--- config.mk ---
export PLATFORM = sky130hd
export DESIGN_NAME = vga_blob_frame_responder_flat
export DESIGN_NICKNAME = d
export VERILOG_FILES = /design/src/rtl/vga_blob_frame_responder_pkg.sv /design/src/rtl/vga_blob_frame_responder_if.sv /design/src/rtl/vga_blob_frame_responder_vsync_edge.sv /design/src/rtl/vga_blob_frame_responder.sv /design/src/flat_wrapper.sv
export SDC_FILE = /design/constraint.sdc
export NUM_CORES = 1
export LEC_CHECK = 0
export ABC_CLOCK_PERIOD_IN_PS = 3200
export BUFFER_PORTS_ARGS = -buffer_cell sky130_fd_sc_hd__buf_2
export CORE_ASPECT_RATIO = 1.25
export CORE_MARGIN = 8
export CORE_UTILIZATION = 45
export CTS_CLUSTER_DIAMETER = 100
export DETAILED_ROUTE_END_ITERATION = 12
export PLACE_DENSITY = 0.7
export SLEW_MARGIN = 20
export SYNTH_ARGS = -nofsm -noshare
export SYNTH_HDL_FRONTEND = slang
export SYNTH_SLANG_ARGS = --single-unit
--- constraint.sdc ---
create_clock -name i_clk -period 3.2 [get_ports i_clk]
set_input_delay 0.64 -clock i_clk [delete_from_list [all_inputs] [get_ports i_clk]]
set_output_delay 0.64 -clock i_clk [all_outputs]
set_load 0.02 [all_outputs]
--- src/rtl/vga_blob_frame_responder_pkg.sv ---
// Shared types and geometry helpers for the blob frame responder and its sync-side peers.
// Combinational only; no clocked logic lives here.
package vga_blob_pkg;

    typedef enum logic [1:0] {
        IDLE    = 2'd0,
        ARM     = 2'd1,
        CAPTURE = 2'd2,
        DONE    = 2'd3
    } state_e;

    localparam int H_ACTIVE_DEF = 640;
    localparam int V_ACTIVE_DEF = 480;

    function automatic int pix_per_frame(input int h_active, input int v_active);
        return h_active * v_active;
    endfunction

endpackage

--- src/rtl/vga_blob_frame_responder_if.sv ---
// Capture-request, pixel stream and frame-buffer write bundle of the blob frame responder.
// master = upstream/sync side driving the inputs; slave = the responder.
interface vga_blob_frame_responder_if #(
    parameter int ADDR_W = 19
);
    logic              i_grayscale_start;
    logic              i_VGA_VSYNC;
    logic              i_pix_valid;
    logic [7:0]        i_pix_gray;
    logic              o_wr_en;
    logic [ADDR_W-1:0] o_wr_addr;
    logic [7:0]        o_wr_data;
    logic              o_blob_end;
    logic              o_busy;
    logic [3:0]        o_frame_cnt;
    logic              o_err_frame;

    modport master (
        output i_grayscale_start, i_VGA_VSYNC, i_pix_valid, i_pix_gray,
        input  o_wr_en, o_wr_addr, o_wr_data, o_blob_end, o_busy, o_frame_cnt, o_err_frame
    );

    modport slave (
        input  i_grayscale_start, i_VGA_VSYNC, i_pix_valid, i_pix_gray,
        output o_wr_en, o_wr_addr, o_wr_data, o_blob_end, o_busy, o_frame_cnt, o_err_frame
    );
endinterface

--- src/rtl/vga_blob_frame_responder_vsync_edge.sv ---
// Rising-edge detector: one register of history, pulse is combinational in the edge cycle.
// No backpressure; the pulse is valid only in the cycle the input first reads high.
module vga_vsync_edge (
    input  logic clk_i,
    input  logic rst_i,
    input  logic sig_i,
    output logic rise_o
);
    logic sig_q;

    always_ff @(posedge clk_i or posedge rst_i) begin
        if (rst_i) begin
            sig_q <= 1'b0;
        end else begin
            sig_q <= sig_i;
        end
    end

    assign rise_o = sig_i & ~sig_q;
endmodule

--- src/rtl/vga_blob_frame_responder.sv ---
// Captures FRAMES VSYNC-delimited grayscale frames into the blob buffer, then pulses o_blob_end.
// Pixel-to-write latency is 1 cycle; no backpressure, so pixels past a full frame are dropped and flagged.
module vga_blob_frame_responder
    import vga_blob_pkg::*;
#(
    parameter int H_ACTIVE = H_ACTIVE_DEF,
    parameter int V_ACTIVE = V_ACTIVE_DEF,
    parameter int ADDR_W   = 19,
    parameter int FRAMES   = 1
) (
    input  logic                          i_clk,
    input  logic                          i_rst,
    vga_blob_frame_responder_if.slave     bus
);
    localparam int              PPF      = pix_per_frame(H_ACTIVE, V_ACTIVE);
    localparam int              CNT_W    = ADDR_W + 1;
    localparam logic [CNT_W-1:0] PPF_C   = CNT_W'(PPF);
    localparam logic [3:0]      FRAMES_C = 4'(FRAMES);

    state_e             state_q, state_d;
    logic [CNT_W-1:0]   cnt_q, cnt_d;
    logic               wr_en_q, wr_en_d;
    logic [ADDR_W-1:0]  wr_addr_q, wr_addr_d;
    logic [7:0]         wr_data_q, wr_data_d;
    logic               blob_end_q, blob_end_d;
    logic               busy_q, busy_d;
    logic [3:0]         frame_cnt_q, frame_cnt_d;
    logic               err_q, err_d;
    logic [3:0]         fc_inc;
    logic               vs_rise;

    vga_vsync_edge u_vs_edge (
        .clk_i  (i_clk),
        .rst_i  (i_rst),
        .sig_i  (bus.i_VGA_VSYNC),
        .rise_o (vs_rise)
    );

    assign fc_inc = frame_cnt_q + 4'd1;

    always_comb begin
        state_d     = state_q;
        cnt_d       = cnt_q;
        wr_en_d     = 1'b0;
        wr_addr_d   = wr_addr_q;
        wr_data_d   = wr_data_q;
        frame_cnt_d = frame_cnt_q;
        err_d       = err_q;

        case (state_q)
            IDLE: begin
                if (bus.i_grayscale_start) begin
                    state_d     = ARM;
                    frame_cnt_d = 4'd0;
                    err_d       = 1'b0;
                end
            end
            ARM: begin
                if (!bus.i_grayscale_start) begin
                    state_d = IDLE;
                end else if (vs_rise) begin
                    state_d = CAPTURE;
                    cnt_d   = '0;
                end
            end
            CAPTURE: begin
                if (!bus.i_grayscale_start) begin
                    state_d = IDLE;
                end else if (vs_rise) begin
                    // Boundary check sees the count before any coincident pixel lands.
                    if (cnt_q != PPF_C) begin
                        err_d = 1'b1;
                    end
                    frame_cnt_d = fc_inc;
                    if (fc_inc == FRAMES_C) begin
                        state_d = DONE;
                    end else begin
                        cnt_d = '0;
                        if (bus.i_pix_valid) begin
                            wr_en_d   = 1'b1;
                            wr_addr_d = '0;
                            wr_data_d = bus.i_pix_gray;
                            cnt_d     = CNT_W'(1);
                        end
                    end
                end else if (bus.i_pix_valid) begin
                    if (cnt_q == PPF_C) begin
                        err_d = 1'b1;
                    end else begin
                        wr_en_d   = 1'b1;
                        wr_addr_d = cnt_q[ADDR_W-1:0];
                        wr_data_d = bus.i_pix_gray;
                        cnt_d     = cnt_q + CNT_W'(1);
                    end
                end
            end
            DONE: begin
                if (!bus.i_grayscale_start) begin
                    state_d = IDLE;
                end
            end
            default: state_d = IDLE;
        endcase

        busy_d     = (state_d != IDLE);
        blob_end_d = (state_d == DONE) && (state_q != DONE);
    end

    always_ff @(posedge i_clk or posedge i_rst) begin
        if (i_rst) begin
            state_q     <= IDLE;
            cnt_q       <= '0;
            wr_en_q     <= 1'b0;
            wr_addr_q   <= '0;
            wr_data_q   <= '0;
            blob_end_q  <= 1'b0;
            busy_q      <= 1'b0;
            frame_cnt_q <= 4'd0;
            err_q       <= 1'b0;
        end else begin
            state_q     <= state_d;
            cnt_q       <= cnt_d;
            wr_en_q     <= wr_en_d;
            wr_addr_q   <= wr_addr_d;
            wr_data_q   <= wr_data_d;
            blob_end_q  <= blob_end_d;
            busy_q      <= busy_d;
            frame_cnt_q <= frame_cnt_d;
            err_q       <= err_d;
        end
    end

    assign bus.o_wr_en     = wr_en_q;
    assign bus.o_wr_addr   = wr_addr_q;
    assign bus.o_wr_data   = wr_data_q;
    assign bus.o_blob_end  = blob_end_q;
    assign bus.o_busy      = busy_q;
    assign bus.o_frame_cnt = frame_cnt_q;
    assign bus.o_err_frame = err_q;
endmodule
--- src/flat_wrapper.sv ---
// flat-port wrapper written by rule: the top's interface ports become plain ports
module vga_blob_frame_responder_flat import vga_blob_pkg::*;
#(
    parameter int H_ACTIVE = H_ACTIVE_DEF,
    parameter int V_ACTIVE = V_ACTIVE_DEF,
    parameter int ADDR_W   = 19,
    parameter int FRAMES   = 1
)
  (i_clk, i_rst, bus_i_grayscale_start, bus_i_VGA_VSYNC, bus_i_pix_valid, bus_i_pix_gray, bus_o_wr_en, bus_o_wr_addr, bus_o_wr_data, bus_o_blob_end, bus_o_busy, bus_o_frame_cnt, bus_o_err_frame);
  vga_blob_frame_responder_if #(.ADDR_W(ADDR_W)) bus_i ();
  input  logic i_clk;
  input  logic i_rst;
  input wire logic [$bits(bus_i.i_grayscale_start)-1:0] bus_i_grayscale_start;
  input wire logic [$bits(bus_i.i_VGA_VSYNC)-1:0] bus_i_VGA_VSYNC;
  input wire logic [$bits(bus_i.i_pix_valid)-1:0] bus_i_pix_valid;
  input wire logic [$bits(bus_i.i_pix_gray)-1:0] bus_i_pix_gray;
  output wire logic [$bits(bus_i.o_wr_en)-1:0] bus_o_wr_en;
  output wire logic [$bits(bus_i.o_wr_addr)-1:0] bus_o_wr_addr;
  output wire logic [$bits(bus_i.o_wr_data)-1:0] bus_o_wr_data;
  output wire logic [$bits(bus_i.o_blob_end)-1:0] bus_o_blob_end;
  output wire logic [$bits(bus_i.o_busy)-1:0] bus_o_busy;
  output wire logic [$bits(bus_i.o_frame_cnt)-1:0] bus_o_frame_cnt;
  output wire logic [$bits(bus_i.o_err_frame)-1:0] bus_o_err_frame;
  assign bus_i.i_grayscale_start = bus_i_grayscale_start;
  assign bus_i.i_VGA_VSYNC = bus_i_VGA_VSYNC;
  assign bus_i.i_pix_valid = bus_i_pix_valid;
  assign bus_i.i_pix_gray = bus_i_pix_gray;
  assign bus_o_wr_en = bus_i.o_wr_en;
  assign bus_o_wr_addr = bus_i.o_wr_addr;
  assign bus_o_wr_data = bus_i.o_wr_data;
  assign bus_o_blob_end = bus_i.o_blob_end;
  assign bus_o_busy = bus_i.o_busy;
  assign bus_o_frame_cnt = bus_i.o_frame_cnt;
  assign bus_o_err_frame = bus_i.o_err_frame;
  vga_blob_frame_responder #(.H_ACTIVE(H_ACTIVE), .V_ACTIVE(V_ACTIVE), .ADDR_W(ADDR_W), .FRAMES(FRAMES)) u_core (.i_clk(i_clk), .i_rst(i_rst), .bus(bus_i));
endmodule
# Yosys cells after proc, flatten, opt, wreduce, memory -nomap -nowiden
# Index checks and enable logic that the tools add are counted.
# classes
addsub,2
n_reduce_logical,11
n_bitwise,2
muxes,45
eq_ne,20
# op_table
cell,n
$mux 20,7
$mux 19,5
$mux 8,5
$pmux 20 s2,1
$add 20x1->20 const B,1
$eq 20x19->1 const B,1
$ne 20x19->1 const B,1
$ne 2x2->1 const B,8
$mux 1,14
$mux 2,7
$mux 4,3
$reduce_and 6->1,2
$reduce_bool 2->1,5
$ne 3x3->1 const B,3
$pmux 2 s4,1
$pmux 4 s2,1
$reduce_and 7->1,1
$eq 2x2->1 const B,3
$ne 3x2->1 const B,2
$add 4x1->4 const B,1
$eq 4x1->1 const B,1
$reduce_and 4->1,1
$eq 2x1->1 const B,1
$logic_not 2->1,1
other kinds (4),4
# word_totals
register_bits,58
output_inout_bits,35
in_bits,13
wordCells,90

# Depth between registers and ports, before layout
# depth
depth_word,8
mapped_depth,10
ltp_nobuf,7

# Modules after synthesis
# A second synthesis with hierarchy kept.
# hier_totals
hier_cells,287
area_unflattened_um2,3110.5
# by_module_without_submodules
module,area_per_inst_um2,cells_per_inst,n_inst,seq_area_each_um2
vga_blob_frame_responder,3067.9,284,1,1426.4
vga_vsync_edge,42.5,3,1,25.0

# Worst setup path after synthesis
# No wires, ideal clock.
# synth_timing
kind,input -> register
startpoint,input bus_i_grayscale_start
endpoint,register u_core.cnt_q[3]
cell_stages,7
n_path_buf,2
setup_ps,78
slack_ps,1028
arrival_ps,2094
required_ps,3122
cell_sequence,buf_4 > inv_2 > a221o_1 > a21o_1 > clkbuf_1 > or4_1 > a21oi_1
# synth_between
elab_chain_cells,2
elab_cells_between_ends,3
classes_between,eq/ne (2); reduce/logical (1)
# synth_lines
element,line_no,text
start: declaration,flat_wrapper.sv:13,input wire logic [$bits(bus_i.i_grayscale_start)-1:0] bus_i_grayscale_start;
$ne 2x2->1 (no source line),n/a,
$reduce_and 7->1 (no source line) *,n/a,
end signal: assignment,vga_blob_frame_responder.sv:122,cnt_q <= cnt_d;
end: declaration,vga_blob_frame_responder.sv:21,"logic [CNT_W-1:0] cnt_q, cnt_d;"
# Every way passes the cells marked *; elsewhere a longest branch is shown, timed or not.
# A chain may end at the register's enable or synchronous reset.

# Worst setup path in the final report
# layout_timing
startpoint,"register u_core.frame_cnt_q[0], in the netlist u_core.bus.o_frame_cnt[0]"
endpoint,register u_core.cnt_q[13]
# layout_between
elab_chain_cells,4
# layout_lines
element,line_no,text
start: declaration,vga_blob_frame_responder.sv:27,"logic [3:0] frame_cnt_q, frame_cnt_d;"
start signal: assignment,vga_blob_frame_responder.sv:128,frame_cnt_q <= frame_cnt_d;
$add 4x1->4,vga_blob_frame_responder.sv:39,assign fc_inc = frame_cnt_q + 4'd1;
$eq 4x1->1,vga_blob_frame_responder.sv:75,if (fc_inc == FRAMES_C) begin
$ne 3x3->1 (no source line),n/a,
$reduce_and 7->1 (no source line),n/a,
# No other way between the ends.

==> run_results.csv <==
group,metric,value,unit
routing,route.detailed.drc,0,
outcome,outcome,"completed",
timing,timing.setup.tns,0,ps
layout,n_antenna_cell,0,
layout,multi_input_area,0.001411,mm^2
place,post_dp_cell_area,0.003283,mm^2
clock_network,ctsHtreeMaxLevel,3,
synthesis,synth_area_leaders,"sky130_fd_sc_hd__dfrtp_1 48%, sky130_fd_sc_hd__a22o_1 5.5%, sky130_fd_sc_hd__a21oi_1 3.8%, sky130_fd_sc_hd__o31ai_1 3.5%, sky130_fd_sc_hd__ha_1 3.3%",
grt,via_count_of_the_first_global_routing_pass,2558,
power_and_ir_drop,report.power.total,2.173,mW
worst_setup_path,cells_along_the_critical_path,"ha_1 -> nand2_1 -> o31ai_1 -> a21o_1 -> nor4_1 -> mux2i_1",
layout,filler_cell_count,631,
worst_setup_path,worst_r2r_endpoint,"u_core.cnt_q[13]",
synthesis,most_common_cell_in_the_netlist,"sky130_fd_sc_hd__dfrtp_1",
worst_setup_path,critPathSlowestCell,"sky130_fd_sc_hd__a21o_1",
routing,detailedRoute.firstPassIterationCount,4,
layout,drive_above_1_share,24.12,%
floorplanning,coreArea,0.006524,mm^2
synthesis,edff_count_synth,0,
floorplanning,die_width,89.13,um
worst_hold_path,min-delay-path-class,"primary input to async pin",
floorplanning,fp-row-count,33,
floorplanning,floorplan.io_pins,48,
timing,post-route-period-util,80.91,%
timing,worstMarginPinSlew,835.3,ps
timing,grt_setup_unrepaired,"false",
worst_setup_path,critical_path.endpoint,"u_core.cnt_q[13]",
synthesis,post_syn_instances,290,
synthesis,ys_seq_elements,58,
grt,grt_max_degree,31,
routing,wl_per_cell,16.40,um
synthesis,synth_top_flop_cell,"sky130_fd_sc_hd__dfrtp_1",
timing,final.setup_skew,6.657,ps
worst_setup_path,timing.critical_path.slowest_cell_delay,750,ps
synthesis,ys.warnings.count,0,
worst_setup_path,worst_ep_arrival_time,2790,ps
timing,postLayoutSetupSlackWorst,611.0,ps
clock_network,clkTransAtPathRegs,60,ps
grt,global_route_wire_length_before_repair,11990,um
clock_network,max-clock-path-buffers,2,
layout,stdcell_area,0.003493,mm^2
worst_setup_path,reg_to_reg_critical_path_startpoint,"u_core.bus.o_frame_cnt[0]",
place,place_hpwl,4940,um
worst_setup_path,worst-r2r-setup-slack,610,ps
grt,grt.total_usage,15.98,%
synthesis,synth_fp_nets,311,
clock_network,cts_hold_buffers,0,
power_and_ir_drop,leakage,1.656,nW
worst_setup_path,worstPathRequired,3400,ps
floorplanning,dieArea,0.009572,mm^2
place,numPortBuffers,47,
power_and_ir_drop,power_density,622.0,mW/mm^2
power_and_ir_drop,vdd_ir_drop_max,412.8,uV
layout,layout.nets,357,
timing,setup_viol,0,
timing,hold_violations,0,
worst_setup_path,worstSetupPathType,"flop to flop",
clock_network,tritoncts,"built",
layout,seq_area,0.001451,mm^2
worst_setup_path,path_depth_of_the_worst_reg2reg_path,6,
timing,layout_min_cycle_time,2589,ps
synthesis,synth.avg_cell_area,10.37,um^2
synthesis,yosys.area.top_type_share,48.25,%
routing,routed_wl,7001,um
clock_network,tritoncts_buffer_count,9,
worst_setup_path,crit_path_start_kind,"flop",
worst_setup_path,worstSetupStartpoint,"u_core.bus.o_frame_cnt[0]",
clock_network,post_cts.repair.setup_buffers,0,
timing,max_slew_margin,44.31,%
clock_network,cts.root.buffer_cell,"sky130_fd_sc_hd__clkbuf_8",
synthesis,synthArstFlopShare,100.0,%
synthesis,top_cells_by_instance_count_after_synthesis,"58 x sky130_fd_sc_hd__dfrtp_1, 23 x sky130_fd_sc_hd__a21oi_1, 19 x sky130_fd_sc_hd__a22o_1, 19 x sky130_fd_sc_hd__nand2_1",
grt,overflow,0,
place,gp_congestion,0.8869,
flow_run,max_cap_violations,0,
clock_network,numClockSinks,58,
worst_setup_path,endpoint_kind,"flop",
floorplanning,start_util,46.11,%
routing,num_vias,2474,
synthesis,syn-cell-area,0.003008,mm^2
timing,achievable-frequency,386.3,MHz
place,post-place-ws,570.6,ps
clock_network,clock_latency,340,ps
timing,final-max-slew-violation-count,0,
synthesis,yosysTopAreaCell,"sky130_fd_sc_hd__dfrtp_1",
clock_network,ctsResizeCount,0,
worst_setup_path,peak_fanout_along_the_critical_path,30,
routing,drt_iter0_markers,166,
timing,hold_slack,272.3,ps
routing,ant_nets,0,
layout,flow.area_growth_from_synthesis,16.14,%
synthesis,ys_seq_area_share,48.25,%
floorplanning,die_height,107.4,um
grt,number_of_antenna_violations_at_the_first_check_in_global_routing,0,
routing,drt-vias-per-instance,5.794,
synthesis,post_synth_num_cell_types,52,
per-layer routing:
| metal | track usage (%) | share of wire (%) |
|---|---|---|
| met3 | 5.653 | 6.1 |
| met5 | 0 | 0 |
| met2 | 25.53 | 48 |
| met1 | 18.81 | 44 |
| met4 | 6.794 | 1.8 |
worst min-delay path by stage:
stage / endpoint / startpoint
CTS: u_core.bus.o_wr_addr[8] / i_rst
detailed placement: u_core.bus.o_wr_addr[15] / u_core.bus.o_wr_addr[15]
global placement: u_core.bus.o_wr_addr[7] / u_core.bus.o_wr_addr[7]
finish: u_core.bus.o_wr_addr[8] / i_rst
global route: u_core.bus.o_wr_addr[8] / i_rst
floorplan: u_core.cnt_q[19] / u_core.cnt_q[19]
stage by stage:
step	instances	util (%)
3_5_place_dp	412	50.33
3_3_place_gp	412	50.33
4_1_cts	427	53.45
5_1_grt	427	53.55
6_report	427	53.55
2_1_floorplan	290	-
worst max-delay path: cells and delay by family (launching register included):
kind / cells / cell delay, ps
adder cells (fa/ha/maj): 1 / 230
AND/OR/NAND/NOR: 2 / 260
AO/OA/AOI/OAI: 2 / 1300
flip-flops: 1 / 480
multiplexers: 1 / 170
power by group:
group	internal [mW]	switching, mW
clock network	0.418	0.281
registers	0.823	0.0486
logic	0.194	0.409
sequential cells by signal, indices dropped and copies added (netlist names):
register,count
u_core.bus.o_err_frame,1
u_core.bus.o_wr_en,1
u_core.bus.o_frame_cnt,4
u_core.u_vs_edge.sig_q,1
u_core.cnt_q,20
u_core.bus.o_wr_data,8
u_core.bus.o_blob_end,1
u_core.bus.o_busy,1
u_core.state_q,2
u_core.bus.o_wr_addr,19
cells by family (layout without fill, tap and decap cells):
logic type	Yosys count	after routing	synth area share [%]
adder cells (fa/ha/maj)	8	8	3.328
AO/OA/AOI/OAI	89	89	20.67
buffers and inverters	30	80	5.033
AND/OR/NAND/NOR	93	93	18.39
multiplexers	12	12	4.326
flip-flops	58	58	48.25
cell usage in the layout, fill, tap and decap left out, types with 8 or more instances in the layout:
| cell | Yosys | routed |
|---|---|---|
| sky130_fd_sc_hd__a21oi_1 | 23 | 23 |
| sky130_fd_sc_hd__a22o_1 | 19 | 19 |
| sky130_fd_sc_hd__buf_2 | 4 | 47 |
| sky130_fd_sc_hd__clkbuf_8 | 0 | 12 |
| sky130_fd_sc_hd__dfrtp_1 | 58 | 58 |
| sky130_fd_sc_hd__ha_1 | 8 | 8 |
| sky130_fd_sc_hd__inv_1 | 13 | 12 |
| sky130_fd_sc_hd__mux2_2 | 8 | 8 |
| sky130_fd_sc_hd__nand2_1 | 19 | 19 |
| sky130_fd_sc_hd__nand3_1 | 14 | 14 |
| sky130_fd_sc_hd__nand4_1 | 8 | 8 |
| sky130_fd_sc_hd__nor2_1 | 9 | 9 |
| sky130_fd_sc_hd__o21ai_0 | 12 | 12 |
| sky130_fd_sc_hd__o31ai_1 | 14 | 14 |
| sky130_fd_sc_hd__or4_1 | 11 | 11 |
final cells by class:
type | instances | share of cell area, %
Inverter | 14 | 1.504
Sequential cell | 58 | 41.55
Multi-Input combinational cell | 202 | 40.40
Clock inverter | 2 | 1.003
Timing Repair Buffer | 51 | 7.593
Tap cell | 87 | 3.116
Clock buffer | 13 | 4.835
No activity file was read; power rests on OpenSTA's default activity.
